--- src/rtl/pixel_compositor_pkg.sv ---
`default_nettype none
// ============================================================================
//  Module      : pixel_compositor_pkg
//  Description : Shared constants for the pixel compositor: default widths,
//                screen geometry, reset split column and layer indices.
//  Revision    : 1.0
// ============================================================================
package pixel_compositor_pkg;

    localparam int LAYER_DEBUG    = 0;
    localparam int LAYER_MAP      = 1;
    localparam int LAYER_WALL     = 2;
    localparam int LAYERS_DEF     = LAYER_WALL + 1;

    localparam int COLOR_BITS_DEF = 6;
    localparam int HBITS_DEF      = 10;
    localparam int H_VIEW         = 640;
    localparam int SPLIT_DEF      = H_VIEW / 2;

    function automatic int id_bits(input int layers);
        return $clog2(layers + 1);
    endfunction

endpackage
`default_nettype wire

--- src/rtl/pixel_compositor_if.sv ---
`default_nettype none
// ============================================================================
//  Module      : pixel_compositor_if
//  Description : Pixel, sync and config bundle between the layer generators
//                (master) and the compositor (slave).
//  Revision    : 1.0
// ============================================================================
interface pixel_compositor_if
    import pixel_compositor_pkg::*;
#(
    parameter int LAYERS     = LAYERS_DEF,
    parameter int COLOR_BITS = COLOR_BITS_DEF,
    parameter int HBITS      = HBITS_DEF
);
    localparam int ID_BITS = id_bits(LAYERS);

    logic                         i_visible;
    logic                         i_hsync;
    logic                         i_vsync;
    logic [HBITS-1:0]             i_hpos;
    logic [LAYERS-1:0]            i_layer_en;
    logic [LAYERS*COLOR_BITS-1:0] i_layer_rgb;
    logic [COLOR_BITS-1:0]        i_bg_left;
    logic [COLOR_BITS-1:0]        i_bg_right;
    logic                         i_cfg_wr;
    logic [LAYERS-1:0]            i_mask;
    logic [HBITS-1:0]             i_split;
    logic [COLOR_BITS-1:0]        o_rgb;
    logic                         o_hsync;
    logic                         o_vsync;
    logic                         o_visible;
    logic [ID_BITS-1:0]           o_layer_id;

    modport master (
        output i_visible, i_hsync, i_vsync, i_hpos, i_layer_en, i_layer_rgb,
               i_bg_left, i_bg_right, i_cfg_wr, i_mask, i_split,
        input  o_rgb, o_hsync, o_vsync, o_visible, o_layer_id
    );

    modport slave (
        input  i_visible, i_hsync, i_vsync, i_hpos, i_layer_en, i_layer_rgb,
               i_bg_left, i_bg_right, i_cfg_wr, i_mask, i_split,
        output o_rgb, o_hsync, o_vsync, o_visible, o_layer_id
    );

endinterface
`default_nettype wire

--- src/rtl/pixel_compositor_priority_select.sv ---
`default_nettype none
// ============================================================================
//  Module      : pixel_compositor_priority_select
//  Description : Picks the lowest-index enabled layer and muxes its colour.
//  Revision    : 1.0
// ============================================================================
module pixel_compositor_priority_select
    import pixel_compositor_pkg::*;
#(
    parameter int LAYERS     = LAYERS_DEF,
    parameter int COLOR_BITS = COLOR_BITS_DEF,
    parameter int ID_BITS    = id_bits(LAYERS_DEF)
) (
    input  logic [LAYERS-1:0]            i_eff,
    input  logic [LAYERS*COLOR_BITS-1:0] i_layer_rgb,
    output logic                         o_hit,
    output logic [ID_BITS-1:0]           o_idx,
    output logic [COLOR_BITS-1:0]        o_rgb
);

    // Scan from the top down so the lowest set index is the last one written.
    always_comb begin
        o_hit = 1'b0;
        o_idx = '0;
        o_rgb = '0;
        for (int k = LAYERS - 1; k >= 0; k--) begin
            if (i_eff[k]) begin
                o_hit = 1'b1;
                o_idx = ID_BITS'(k);
                o_rgb = i_layer_rgb[k*COLOR_BITS +: COLOR_BITS];
            end
        end
    end

endmodule
`default_nettype wire

--- src/rtl/pixel_compositor.sv ---
`default_nettype none
// ============================================================================
//  Module      : pixel_compositor
//  Description : Pipelined layer/background compositor with frame-synchronous
//                mask and split config; sync and visible delayed alongside.
//  Revision    : 1.0
// ============================================================================
module pixel_compositor
    import pixel_compositor_pkg::*;
#(
    parameter int LAYERS     = LAYERS_DEF,
    parameter int COLOR_BITS = COLOR_BITS_DEF,
    parameter int HBITS      = HBITS_DEF,
    parameter int PIPE       = 2
) (
    input  logic              clk,
    input  logic              reset,
    pixel_compositor_if.slave bus
);

    localparam int               ID_BITS   = id_bits(LAYERS);
    localparam int               SW        = COLOR_BITS + ID_BITS + 3;
    localparam logic [HBITS-1:0] SPLIT_RST = HBITS'(SPLIT_DEF);

    logic [LAYERS-1:0] act_mask_q, pend_mask_q;
    logic [HBITS-1:0]  act_split_q, pend_split_q;
    logic              cfg_pend_q;
    logic              vsync_q;
    logic              vsync_rise;

    assign vsync_rise = bus.i_vsync & ~vsync_q;

    // A write coinciding with the frame edge goes straight to the active set.
    always_ff @(posedge clk or posedge reset) begin
        if (reset) begin
            act_mask_q   <= '1;
            pend_mask_q  <= '1;
            act_split_q  <= SPLIT_RST;
            pend_split_q <= SPLIT_RST;
            cfg_pend_q   <= 1'b0;
            vsync_q      <= 1'b0;
        end else begin
            vsync_q <= bus.i_vsync;
            if (bus.i_cfg_wr) begin
                pend_mask_q  <= bus.i_mask;
                pend_split_q <= bus.i_split;
            end
            if (vsync_rise && bus.i_cfg_wr) begin
                act_mask_q  <= bus.i_mask;
                act_split_q <= bus.i_split;
                cfg_pend_q  <= 1'b0;
            end else if (vsync_rise && cfg_pend_q) begin
                act_mask_q  <= pend_mask_q;
                act_split_q <= pend_split_q;
                cfg_pend_q  <= 1'b0;
            end else if (bus.i_cfg_wr) begin
                cfg_pend_q  <= 1'b1;
            end
        end
    end

    logic [LAYERS-1:0]     eff;
    logic                  hit;
    logic [ID_BITS-1:0]    sel_idx;
    logic [COLOR_BITS-1:0] sel_rgb;

    assign eff = bus.i_layer_en & act_mask_q;

    pixel_compositor_priority_select #(
        .LAYERS     (LAYERS),
        .COLOR_BITS (COLOR_BITS),
        .ID_BITS    (ID_BITS)
    ) u_priority_select (
        .i_eff       (eff),
        .i_layer_rgb (bus.i_layer_rgb),
        .o_hit       (hit),
        .o_idx       (sel_idx),
        .o_rgb       (sel_rgb)
    );

    logic [COLOR_BITS-1:0] rgb_d;
    logic [ID_BITS-1:0]    id_d;
    logic [SW-1:0]         stage1_d;
    logic [SW-1:0]         stage1_q;

    always_comb begin
        rgb_d = (bus.i_hpos < act_split_q) ? bus.i_bg_left : bus.i_bg_right;
        id_d  = ID_BITS'(LAYERS);
        if (hit) begin
            rgb_d = sel_rgb;
            id_d  = sel_idx;
        end
        if (!bus.i_visible) begin
            rgb_d = '0;
            id_d  = '0;
        end
    end

    assign stage1_d = {rgb_d, id_d, bus.i_hsync, bus.i_vsync, bus.i_visible};

    always_ff @(posedge clk or posedge reset) begin
        if (reset) begin
            stage1_q <= '0;
        end else begin
            stage1_q <= stage1_d;
        end
    end

    logic [SW-1:0] tap [1:PIPE];
    assign tap[1] = stage1_q;

    for (genvar s = 2; s <= PIPE; s++) begin : g_delay
        logic [SW-1:0] dly_q;
        always_ff @(posedge clk or posedge reset) begin
            if (reset) begin
                dly_q <= '0;
            end else begin
                dly_q <= tap[s-1];
            end
        end
        assign tap[s] = dly_q;
    end

    assign {bus.o_rgb, bus.o_layer_id, bus.o_hsync, bus.o_vsync, bus.o_visible} = tap[PIPE];

endmodule
`default_nettype wire

--- src/flat_wrapper.sv ---
// flat-port wrapper written by rule: the top's interface ports become plain ports
module pixel_compositor_flat import pixel_compositor_pkg::*;
#(
    parameter int LAYERS     = LAYERS_DEF,
    parameter int COLOR_BITS = COLOR_BITS_DEF,
    parameter int HBITS      = HBITS_DEF,
    parameter int PIPE       = 2
)
  (clk, reset, bus_i_visible, bus_i_hsync, bus_i_vsync, bus_i_hpos, bus_i_layer_en, bus_i_layer_rgb, bus_i_bg_left, bus_i_bg_right, bus_i_cfg_wr, bus_i_mask, bus_i_split, bus_o_rgb, bus_o_hsync, bus_o_vsync, bus_o_visible, bus_o_layer_id);
  pixel_compositor_if #(.LAYERS(LAYERS), .COLOR_BITS(COLOR_BITS), .HBITS(HBITS)) bus_i ();
  input  logic clk;
  input  logic reset;
  input wire logic [$bits(bus_i.i_visible)-1:0] bus_i_visible;
  input wire logic [$bits(bus_i.i_hsync)-1:0] bus_i_hsync;
  input wire logic [$bits(bus_i.i_vsync)-1:0] bus_i_vsync;
  input wire logic [$bits(bus_i.i_hpos)-1:0] bus_i_hpos;
  input wire logic [$bits(bus_i.i_layer_en)-1:0] bus_i_layer_en;
  input wire logic [$bits(bus_i.i_layer_rgb)-1:0] bus_i_layer_rgb;
  input wire logic [$bits(bus_i.i_bg_left)-1:0] bus_i_bg_left;
  input wire logic [$bits(bus_i.i_bg_right)-1:0] bus_i_bg_right;
  input wire logic [$bits(bus_i.i_cfg_wr)-1:0] bus_i_cfg_wr;
  input wire logic [$bits(bus_i.i_mask)-1:0] bus_i_mask;
  input wire logic [$bits(bus_i.i_split)-1:0] bus_i_split;
  output wire logic [$bits(bus_i.o_rgb)-1:0] bus_o_rgb;
  output wire logic [$bits(bus_i.o_hsync)-1:0] bus_o_hsync;
  output wire logic [$bits(bus_i.o_vsync)-1:0] bus_o_vsync;
  output wire logic [$bits(bus_i.o_visible)-1:0] bus_o_visible;
  output wire logic [$bits(bus_i.o_layer_id)-1:0] bus_o_layer_id;
  assign bus_i.i_visible = bus_i_visible;
  assign bus_i.i_hsync = bus_i_hsync;
  assign bus_i.i_vsync = bus_i_vsync;
  assign bus_i.i_hpos = bus_i_hpos;
  assign bus_i.i_layer_en = bus_i_layer_en;
  assign bus_i.i_layer_rgb = bus_i_layer_rgb;
  assign bus_i.i_bg_left = bus_i_bg_left;
  assign bus_i.i_bg_right = bus_i_bg_right;
  assign bus_i.i_cfg_wr = bus_i_cfg_wr;
  assign bus_i.i_mask = bus_i_mask;
  assign bus_i.i_split = bus_i_split;
  assign bus_o_rgb = bus_i.o_rgb;
  assign bus_o_hsync = bus_i.o_hsync;
  assign bus_o_vsync = bus_i.o_vsync;
  assign bus_o_visible = bus_i.o_visible;
  assign bus_o_layer_id = bus_i.o_layer_id;
  pixel_compositor #(.LAYERS(LAYERS), .COLOR_BITS(COLOR_BITS), .HBITS(HBITS), .PIPE(PIPE)) u_core (.clk(clk), .reset(reset), .bus(bus_i));
endmodule
--- config.mk ---
export PLATFORM = sky130hd
export DESIGN_NAME = pixel_compositor_flat
export DESIGN_NICKNAME = d
export VERILOG_FILES = /design/src/rtl/pixel_compositor_pkg.sv /design/src/rtl/pixel_compositor_if.sv /design/src/rtl/pixel_compositor_priority_select.sv /design/src/rtl/pixel_compositor.sv /design/src/flat_wrapper.sv
export SDC_FILE = /design/constraint.sdc
export NUM_CORES = 1
export LEC_CHECK = 0
export CAP_MARGIN = 40
export CORE_MARGIN = 5
export CORE_UTILIZATION = 46
export CTS_CLUSTER_DIAMETER = 50
export DETAILED_ROUTE_END_ITERATION = 12
export PLACE_DENSITY = 0.83
export SYNTH_ARGS = -nofsm -noshare
export SYNTH_HDL_FRONTEND = slang
export SYNTH_HIERARCHICAL = 1
export SYNTH_SLANG_ARGS = --single-unit
--- constraint.sdc ---
create_clock -name clk -period 2.4 [get_ports clk]
set_input_delay 0.24 -clock clk [delete_from_list [all_inputs] [get_ports clk]]
set_output_delay 0.24 -clock clk [all_outputs]
set_load 0.1 [all_outputs]
==> out/metrics.csv, run 1 <==
stage,metric,value,unit
run_status,outcome,"complete, no violations",
power,maximum vdd ir drop,0.000358,V
sta,number of max-slew violations in the final report,0,
min_path,Hold/Removal Path Class,primary input to asynchronous set/reset pin,
logic_synthesis,Synth top area share,43.8,%
sta,setup repair after global routing missed its margin,false,
clock_network,Num CTS Buffers,5,
sta,final count of hold timing violations,0,
clock_network,clock tree from TritonCTS,built,
logic_synthesis,number of flip-flops and latches in the synthesized netlist,49,
route,metal3 WL,286,microns
logic_synthesis,gate count of the mapped netlist,192,
global_routing,overall global routing resource usage,17.0,%
clock_network,number of H-tree levels,2,
floorplan,horizontal extent of the die,79.6,microns
sta,Worst Clk Skew,0.00775,ns
route,number of antenna-violating nets in the routed design,0,
setup_path,Critical R2R Capture,u_core/stage1_q[6],
route,post-DR wirelength/cell,15.3,microns
floorplan,Core Area,4720,sq um
logic_synthesis,simple logic cell fraction of the synthesized area,9.82,%
cells_and_area,share of layout cells above drive strength 1,20.2,%
clock_network,CTS Sinks,49,
place,routability congestion estimate,0.802,
power,combinational share of power,34.7,%
logic_synthesis,number of warning messages in the yosys log,6,
logic_synthesis,count of different cell masters after synthesis,29,
sta,number of endpoints failing setup at the final stage,0,
setup_path,Arrival @ worst endpoint,2.11,ns
sta,actual transition at the worst max-transition pin,0.497,ns
global_routing,global-route wire length before repair,8.24,mm
power,switching part of the total power,34.6,%
power,Internal Dissipation,1.47,mW
route,DR vias,1744,
route,drt first-iter violations,125,
power,Pwr Total,2.25,mW
logic_synthesis,largest area contributor in the synthesized netlist,sky130_fd_sc_hd__dfrtp_1,
setup_path,endpoint type of the worst setup path,flop,
sta,fmax,520,MHz
setup_path,crit path from,u_core/act_split_q[8],
setup_path,critical path capture point,u_core/stage1_q[6],
cells_and_area,signed area change from the synthesized netlist to the final layout,38.3,%
power,leak pwr,1.32,nW
setup_path,data required time of the worst path,2.59,ns
setup_path,maximum fanout encountered on the critical timing path,6,
clock_network,insertion delay to the later sink of the worst-skew pair,0.31,ns
setup_path,internal reg-to-reg setup slack,0.48,ns
clock_network,number of buffers added to fix hold violations after cts,0,
place,# port buffers,72,
sta,Max-slew headroom,66.8,%
route,routed wl met2,2.66,mm
clock_network,count of buffers added by post-CTS timing repair for setup,0,
route,First-pass DRT Iterations,4,
place,placed instance count,331,
floorplan,die height,79.6,microns
logic_synthesis,top post-synthesis cells by area,"sky130_fd_sc_hd__dfrtp_1 (44%), sky130_fd_sc_hd__dfstp_2 (12%), sky130_fd_sc_hd__mux2_2 (8.1%)",
sta,final cycle utilization of the critical path,80.1,%
logic_synthesis,Mapped Nets,263,
global_routing,number of antenna violations at the first check in global routing,0,
power,pwr/cell area,730,nW/um^2
route,DRT Wirelength,5.19,mm
cells_and_area,final net count,342,
power,sequential fraction of design power,45.1,%
power,reported net switching power,0.780,mW
clock_network,maximum number of buffers from clock root to sink,2,
logic_synthesis,synthesized area per cell,11.6,sq um
clock_network,Resize count post-CTS,0,
logic_synthesis,portion of the post-synthesis area used by sequential elements,55.6,%
floorplan,total number of placement rows,25,
clock_network,CTS Root Buffer Type,sky130_fd_sc_hd__clkbuf_8,
sta,final period demand of the worst path,1.92,ns
power,Clock power frac,20.2,%
floorplan,die footprint,6340,sq um
cells_and_area,count of antenna diodes in the layout,0,
floorplan,Boundary Pins,73,
route,per-cell via count in the routed design,5.14,
logic_synthesis,"post-synthesis share of cell area spent on full adders, half adders and majority gates",5.05,%
setup_path,class of the most critical setup path,flop to flop,
setup_path,worst r2r src,u_core/act_split_q[8],
logic_synthesis,area fraction in compound gates after synthesis,17.2,%
route,highest routed layer,met4,
global_routing,number of global-route vias before repair,1737,
cells_and_area,"most common cell after layout, fill and taps aside",sky130_fd_sc_hd__clkdlybuf4s50_1,
logic_synthesis,dominant combinational cell family by area after synthesis,compound AO/OA/AOI/OAI gates,
floorplan,starting density of the core,47.2,%
route,Metal-1 WL,2.16,mm
setup_path,sort of element at the start of the critical path,flop,
sta,Total Neg Setup Slack,0,ns
sta,setup slack of the critical path after layout,0.478,ns
global_routing,pin count of the biggest net entering global routing,23,
logic_synthesis,total standard cell area after synthesis,2230,sq um
route,DRC viols,0,
cells_and_area,"top library cells by usage in the layout, fill and taps aside","sky130_fd_sc_hd__clkdlybuf4s50_1 (61), sky130_fd_sc_hd__dfrtp_1 (39), sky130_fd_sc_hd__a21oi_1 (23)",
setup_path,R2R depth,6,
logic_synthesis,xor/xnor cell area share of the yosys netlist,0,%
clock_network,clock-pin transition on the worst setup and hold timing paths,0.08,ns
place,worst setup timing slack at the placement stage,0.347,ns
cells_and_area,count of non-filler cells in the finished layout,339,
job,number of max-cap violations,0,
logic_synthesis,post-synthesis mux area share,8.08,%
place,DP Wirelength,4.07,mm
global_routing,overflow left after global routing,0,
-- logic make-up after synthesis --
family	count (synthesis)
buffers and inverters	19
adder cells (fa/ha/maj)	9
AND/OR/NAND/NOR	37
AO/OA/AOI/OAI	62
multiplexers	16
flip-flops	49
-- routing by layer --
metal  up-vias  GRT usage (%)
li1        837              -
met1       844           21.3
met2        55           28.0
met3         8           5.19
met4         0           4.98
met5         -              0
-- sequential cells by signal (all words and copies together), names as in the netlist --
register              flops
u_core/g_delay.dly_q     11
u_core/stage1_q          11
u_core/act_split_q       10
u_core/pend_split_q      10
u_core/act_mask_q         3
u_core/pend_mask_q        3
u_core/cfg_pend_q         1
-- cell type report --
class,instances,area [sq um]
clock buffer,7,76.3
inverter,13,48.8
sequential,49,1240
clock inverter,1,3.75
multi-input combinational,124,895
tap,67,83.8
fill,357,1640
timing repair buffer,78,738
-- critical path, stage by stage, from the launching register on --
cell                      delay (ns)
sky130_fd_sc_hd__dfstp_2        0.52
sky130_fd_sc_hd__inv_1          0.05
sky130_fd_sc_hd__ha_1           0.32
sky130_fd_sc_hd__nand4_2        0.18
sky130_fd_sc_hd__o311a_4        0.45
sky130_fd_sc_hd__a31oi_1        0.20
sky130_fd_sc_hd__a21oi_1        0.09
-- cell usage after synthesis --
| library cell | number |
|---|---|
| sky130_fd_sc_hd__nand2_1 | 10 |
| sky130_fd_sc_hd__nand3b_1 | 6 |
| sky130_fd_sc_hd__nand4_2 | 1 |
| sky130_fd_sc_hd__buf_6 | 2 |
| sky130_fd_sc_hd__nand2b_1 | 2 |
| sky130_fd_sc_hd__nor2_1 | 2 |
| sky130_fd_sc_hd__a31oi_1 | 6 |
| sky130_fd_sc_hd__ha_1 | 9 |
| sky130_fd_sc_hd__nor2b_1 | 9 |
| sky130_fd_sc_hd__a21oi_1 | 23 |
| sky130_fd_sc_hd__and2_1 | 3 |
| sky130_fd_sc_hd__a21oi_2 | 1 |
| sky130_fd_sc_hd__or3_1 | 1 |
| sky130_fd_sc_hd__and2b_2 | 1 |
| sky130_fd_sc_hd__dfrtp_1 | 39 |
| sky130_fd_sc_hd__o311ai_4 | 1 |
| sky130_fd_sc_hd__mux2_2 | 16 |
| sky130_fd_sc_hd__o311a_4 | 1 |
| sky130_fd_sc_hd__o21ai_0 | 20 |
| sky130_fd_sc_hd__buf_4 | 2 |
| sky130_fd_sc_hd__o211ai_2 | 1 |
| sky130_fd_sc_hd__buf_2 | 2 |
| sky130_fd_sc_hd__o21a_1 | 2 |
| sky130_fd_sc_hd__inv_1 | 13 |
| sky130_fd_sc_hd__o22ai_1 | 6 |
| sky130_fd_sc_hd__dfstp_2 | 10 |
| sky130_fd_sc_hd__nor3b_1 | 1 |
| sky130_fd_sc_hd__nand4_1 | 1 |
| sky130_fd_sc_hd__a211o_1 | 1 |
-- power groups by stage --
stage / clock, mW / combinational [mW] / sequential, mW
floorplan: 0 / 0.334 / 1.23
global placement: 0 / 0.759 / 1.02
detailed placement: 0 / 0.780 / 1.03
CTS: 0.475 / 0.783 / 1.02
global route: 0.512 / 0.840 / 1.03
finish: 0.455 / 0.781 / 1.02
-- how the worst min path moves through the flow --
stage / from / to / slack, ns / cells past startpoint
2_1_floorplan: bus_i_visible / u_core/stage1_q[0] / 0.27 / 0
3_3_place_gp: u_core/stage1_q[8] / u_core/g_delay[2].dly_q[8] / 0.33 / 0
3_5_place_dp: u_core/stage1_q[9] / u_core/g_delay[2].dly_q[9] / 0.34 / 0
4_1_cts: reset / u_core/g_delay[2].dly_q[8] / 0.16 / 2
5_1_grt: reset / u_core/g_delay[2].dly_q[8] / 0.17 / 2
6_report: reset / u_core/g_delay[2].dly_q[8] / 0.16 / 2
-- stage by stage --
stage          cell area (sq um)  utilization, %  hold WS [ns]
6_report                    3080            65.3         0.157
5_1_grt                     3080            65.3         0.167
4_1_cts                     3080            65.3         0.156
3_5_place_dp                3000            63.6         0.337
3_3_place_gp                3000            63.6         0.332
2_1_floorplan               2230               -         0.271
(Power assumes the default switching activity.)
==> run 2: changes to the inputs <==
==> constraint.sdc (replaced) <==
create_clock -name clk -period 1.8 [get_ports clk]
set_input_delay 0.18 -clock clk [delete_from_list [all_inputs] [get_ports clk]]
set_output_delay 0.18 -clock clk [all_outputs]
set_load 0.1 [all_outputs]
==> run 2 against run 1 <==
  * Combinational power up 49%
  * Fmax up 6.9%
  * Flip-flop and latch count unchanged
  * Global-route usage down 0.43 points
  * Non-clock buffer count up 5
  * Register-to-register slack worse by 0.48 ns
  * Count of clock-buffer cells in the layout down 1
  * Sequential power up 32%
  * Routed wire length down 1.9%
  * Critical endpoint is now u_core/stage1_q[10]
==> out/metrics.csv, run 2 (synthesized netlist as in run 1, its figures left out) <==
stage,metric,value,unit,change
clock_network,clock tree from TritonCTS,built,,
route,number of antenna-violating nets in the routed design,0,,unchanged
power,leak pwr,1.36,nW,+3.4%
sta,setup repair after global routing missed its margin,true,,
route,DRC viols,0,,unchanged
cells_and_area,leading registers by flop count,"u_core/g_delay.dly_q x11, u_core/stage1_q x11",,
route,DRT Wirelength,5.10,mm,-1.9%
sta,number of endpoints failing setup at the final stage,0,,unchanged
power,pwr/cell area,974,nW/um^2,+33%
floorplan,starting density of the core,47.2,%,unchanged
global_routing,number of global-route vias before repair,1722,,-0.86%
sta,setup slack of the critical path after layout,0.00206,ns,-0.476 ns
cells_and_area,"top library cells by usage in the layout, fill and taps aside","sky130_fd_sc_hd__clkdlybuf4s50_1 (61), sky130_fd_sc_hd__dfrtp_1 (39), sky130_fd_sc_hd__a21oi_1 (21)",,
floorplan,total number of placement rows,25,,unchanged
route,drt first-iter violations,110,,-12%
job,number of max-cap violations,0,,unchanged
cells_and_area,final net count,347,,+1.5%
cells_and_area,count of non-filler cells in the finished layout,344,,+1.5%
global_routing,overflow left after global routing,0,,unchanged
setup_path,endpoint type of the worst setup path,flop,,
clock_network,maximum number of buffers from clock root to sink,2,,unchanged
clock_network,count of buffers added by post-CTS timing repair for setup,0,,unchanged
global_routing,overall global routing resource usage,16.5,%,-0.43 points
place,# port buffers,72,,unchanged
cells_and_area,signed area change from the synthesized netlist to the final layout,45.7,%,
clock_network,number of H-tree levels,2,,unchanged
clock_network,number of buffers added to fix hold violations after cts,0,,unchanged
place,routability congestion estimate,0.788,,-1.7%
global_routing,pin count of the biggest net entering global routing,32,,+39%
setup_path,data required time of the worst path,2.02,ns,-0.57 ns
setup_path,class of the most critical setup path,flop to flop,,
clock_network,insertion delay to the later sink of the worst-skew pair,0.30,ns,about the same
sta,Worst Clk Skew,0.00736,ns,-0.000384 ns
sta,final count of hold timing violations,0,,unchanged
setup_path,sort of element at the start of the critical path,flop,,
setup_path,Arrival @ worst endpoint,2.01,ns,-0.10 ns
route,DR vias,1718,,-1.5%
floorplan,die footprint,6340,sq um,unchanged
run_status,outcome,"complete, no violations",,
clock_network,CTS Root Buffer Type,sky130_fd_sc_hd__clkbuf_8,,
sta,number of max-slew violations in the final report,0,,unchanged
power,maximum vdd ir drop,0.000676,V,+89%
global_routing,number of antenna violations at the first check in global routing,0,,unchanged
cells_and_area,"most common cell after layout, fill and taps aside",sky130_fd_sc_hd__clkdlybuf4s50_1,,
clock_network,clock-pin transition on the worst setup and hold timing paths,0.09,ns,about the same
cells_and_area,count of antenna diodes in the layout,0,,unchanged
min_path,Hold/Removal Path Class,primary input to asynchronous set/reset pin,,
clock_network,CTS Sinks,49,,unchanged
route,per-cell via count in the routed design,4.99,,-2.9%
sta,final period demand of the worst path,1.80,ns,-0.124 ns
sta,actual transition at the worst max-transition pin,0.446,ns,-0.0513 ns
setup_path,maximum fanout encountered on the critical timing path,6,,unchanged
clock_network,Num CTS Buffers,5,,unchanged
sta,final-layout worst hold slack,0.181,ns,+0.0236 ns
global_routing,global-route wire length before repair,8.18,mm,-0.67%
cells_and_area,# fillers,363,,+1.7%
route,First-pass DRT Iterations,4,,unchanged
sta,Max-slew headroom,70.3,%,+3.5 points
floorplan,Boundary Pins,73,,unchanged
place,DP Wirelength,3.91,mm,-3.9%
floorplan,Core Area,4720,sq um,unchanged
place,worst setup timing slack at the placement stage,-0.156,ns,-0.503 ns
floorplan,die height,79.6,microns,unchanged
route,post-DR wirelength/cell,14.8,microns,-3.3%
floorplan,horizontal extent of the die,79.6,microns,unchanged
sta,fmax,556,MHz,+6.9%
place,placed instance count,336,,+1.5%
sta,final cycle utilization of the critical path,99.9,%,+20 points
cells_and_area,share of layout cells above drive strength 1,26.4,%,+6.1 points
## run 2: changes by cell type in the layout (fill, tap and decap cells not counted), moves of 3 or more
cell,before,now
sky130_fd_sc_hd__ha_1,9,6
sky130_fd_sc_hd__buf_4,17,20
sky130_fd_sc_hd__ha_4,0,3
sky130_fd_sc_hd__o21ai_1,0,5
sky130_fd_sc_hd__o21ai_0,20,13
## run 2: stage by stage
step,util (%),power (mW),TNS (ns),area [sq um]
6_report,68.8,3.17,0,3250
5_1_grt,68.8,3.33,-0.257,3250
4_1_cts,67.8,3.14,-0.000492,3200
3_5_place_dp,64.9,2.45,-0.834,3070
3_3_place_gp,64.9,2.42,-0.687,3070
2_1_floorplan,-,2.09,0,2230
## run 2: layer usage
layer  routed length [microns]  track usage [%]  vias to the layer above  part of all wire, %
met1                      2200             21.1                      811                   43
met3                       293             5.19                        6                  5.8
met2                      2570             27.6                       48                   50
li1                          -                -                      853                    -
met5                         0                0                        -                    0
met4                        37             3.26                        0                 0.73
## run 2: layout make-up
class | instances | area, sq um | share of cell area (%)
clock inverter | 2 | 8.76 | 0.270
inverter | 13 | 48.8 | 1.50
sequential | 49 | 1240 | 38.1
timing repair buffer | 83 | 801 | 24.6
clock buffer | 6 | 82.6 | 2.54
multi-input combinational | 124 | 986 | 30.3
tap | 67 | 83.8 | 2.58
## run 2: report_power, final
group | switching [mW] | internal [mW] | leakage, nW
Sequential | 0.0621 | 1.29 | 0.583
Clock | 0.343 | 0.305 | 0.0486
Combinational | 0.692 | 0.471 | 0.733
Total | 1.10 | 2.07 | 1.36
## run 2: critical path, cell delays in order, from the launching register on
cell and delay, ns:
sky130_fd_sc_hd__dfstp_2 0.53, sky130_fd_sc_hd__inv_2 0.04, sky130_fd_sc_hd__ha_4 0.26, sky130_fd_sc_hd__nand4_4 0.13
sky130_fd_sc_hd__o311ai_4 0.45, sky130_fd_sc_hd__o21ai_1 0.13, sky130_fd_sc_hd__a21oi_1 0.16
## run 2: worst paths after layout
check	to	startpoint	cells past startpoint	slack, ns
max	u_core/stage1_q[10]	u_core/act_split_q[6]	6	0.002
min	u_core/g_delay[2].dly_q[5]	reset	2	0.18
max reg2reg	u_core/stage1_q[10]	u_core/act_split_q[6]	6	0.002
min reg2reg	u_core/g_delay[2].dly_q[9]	u_core/stage1_q[9]	0	0.35
max in group asynchronous	u_core/act_mask_q[1]	reset	3	1.05
min in group clk	u_core/stage1_q[2]	bus_i_hsync	1	0.31
## run 2: timing repair
action	CTS	global route
endpoints found under the setup margin	6	6
pin swaps	9	9
resized for setup	6	15
cloned	0	0
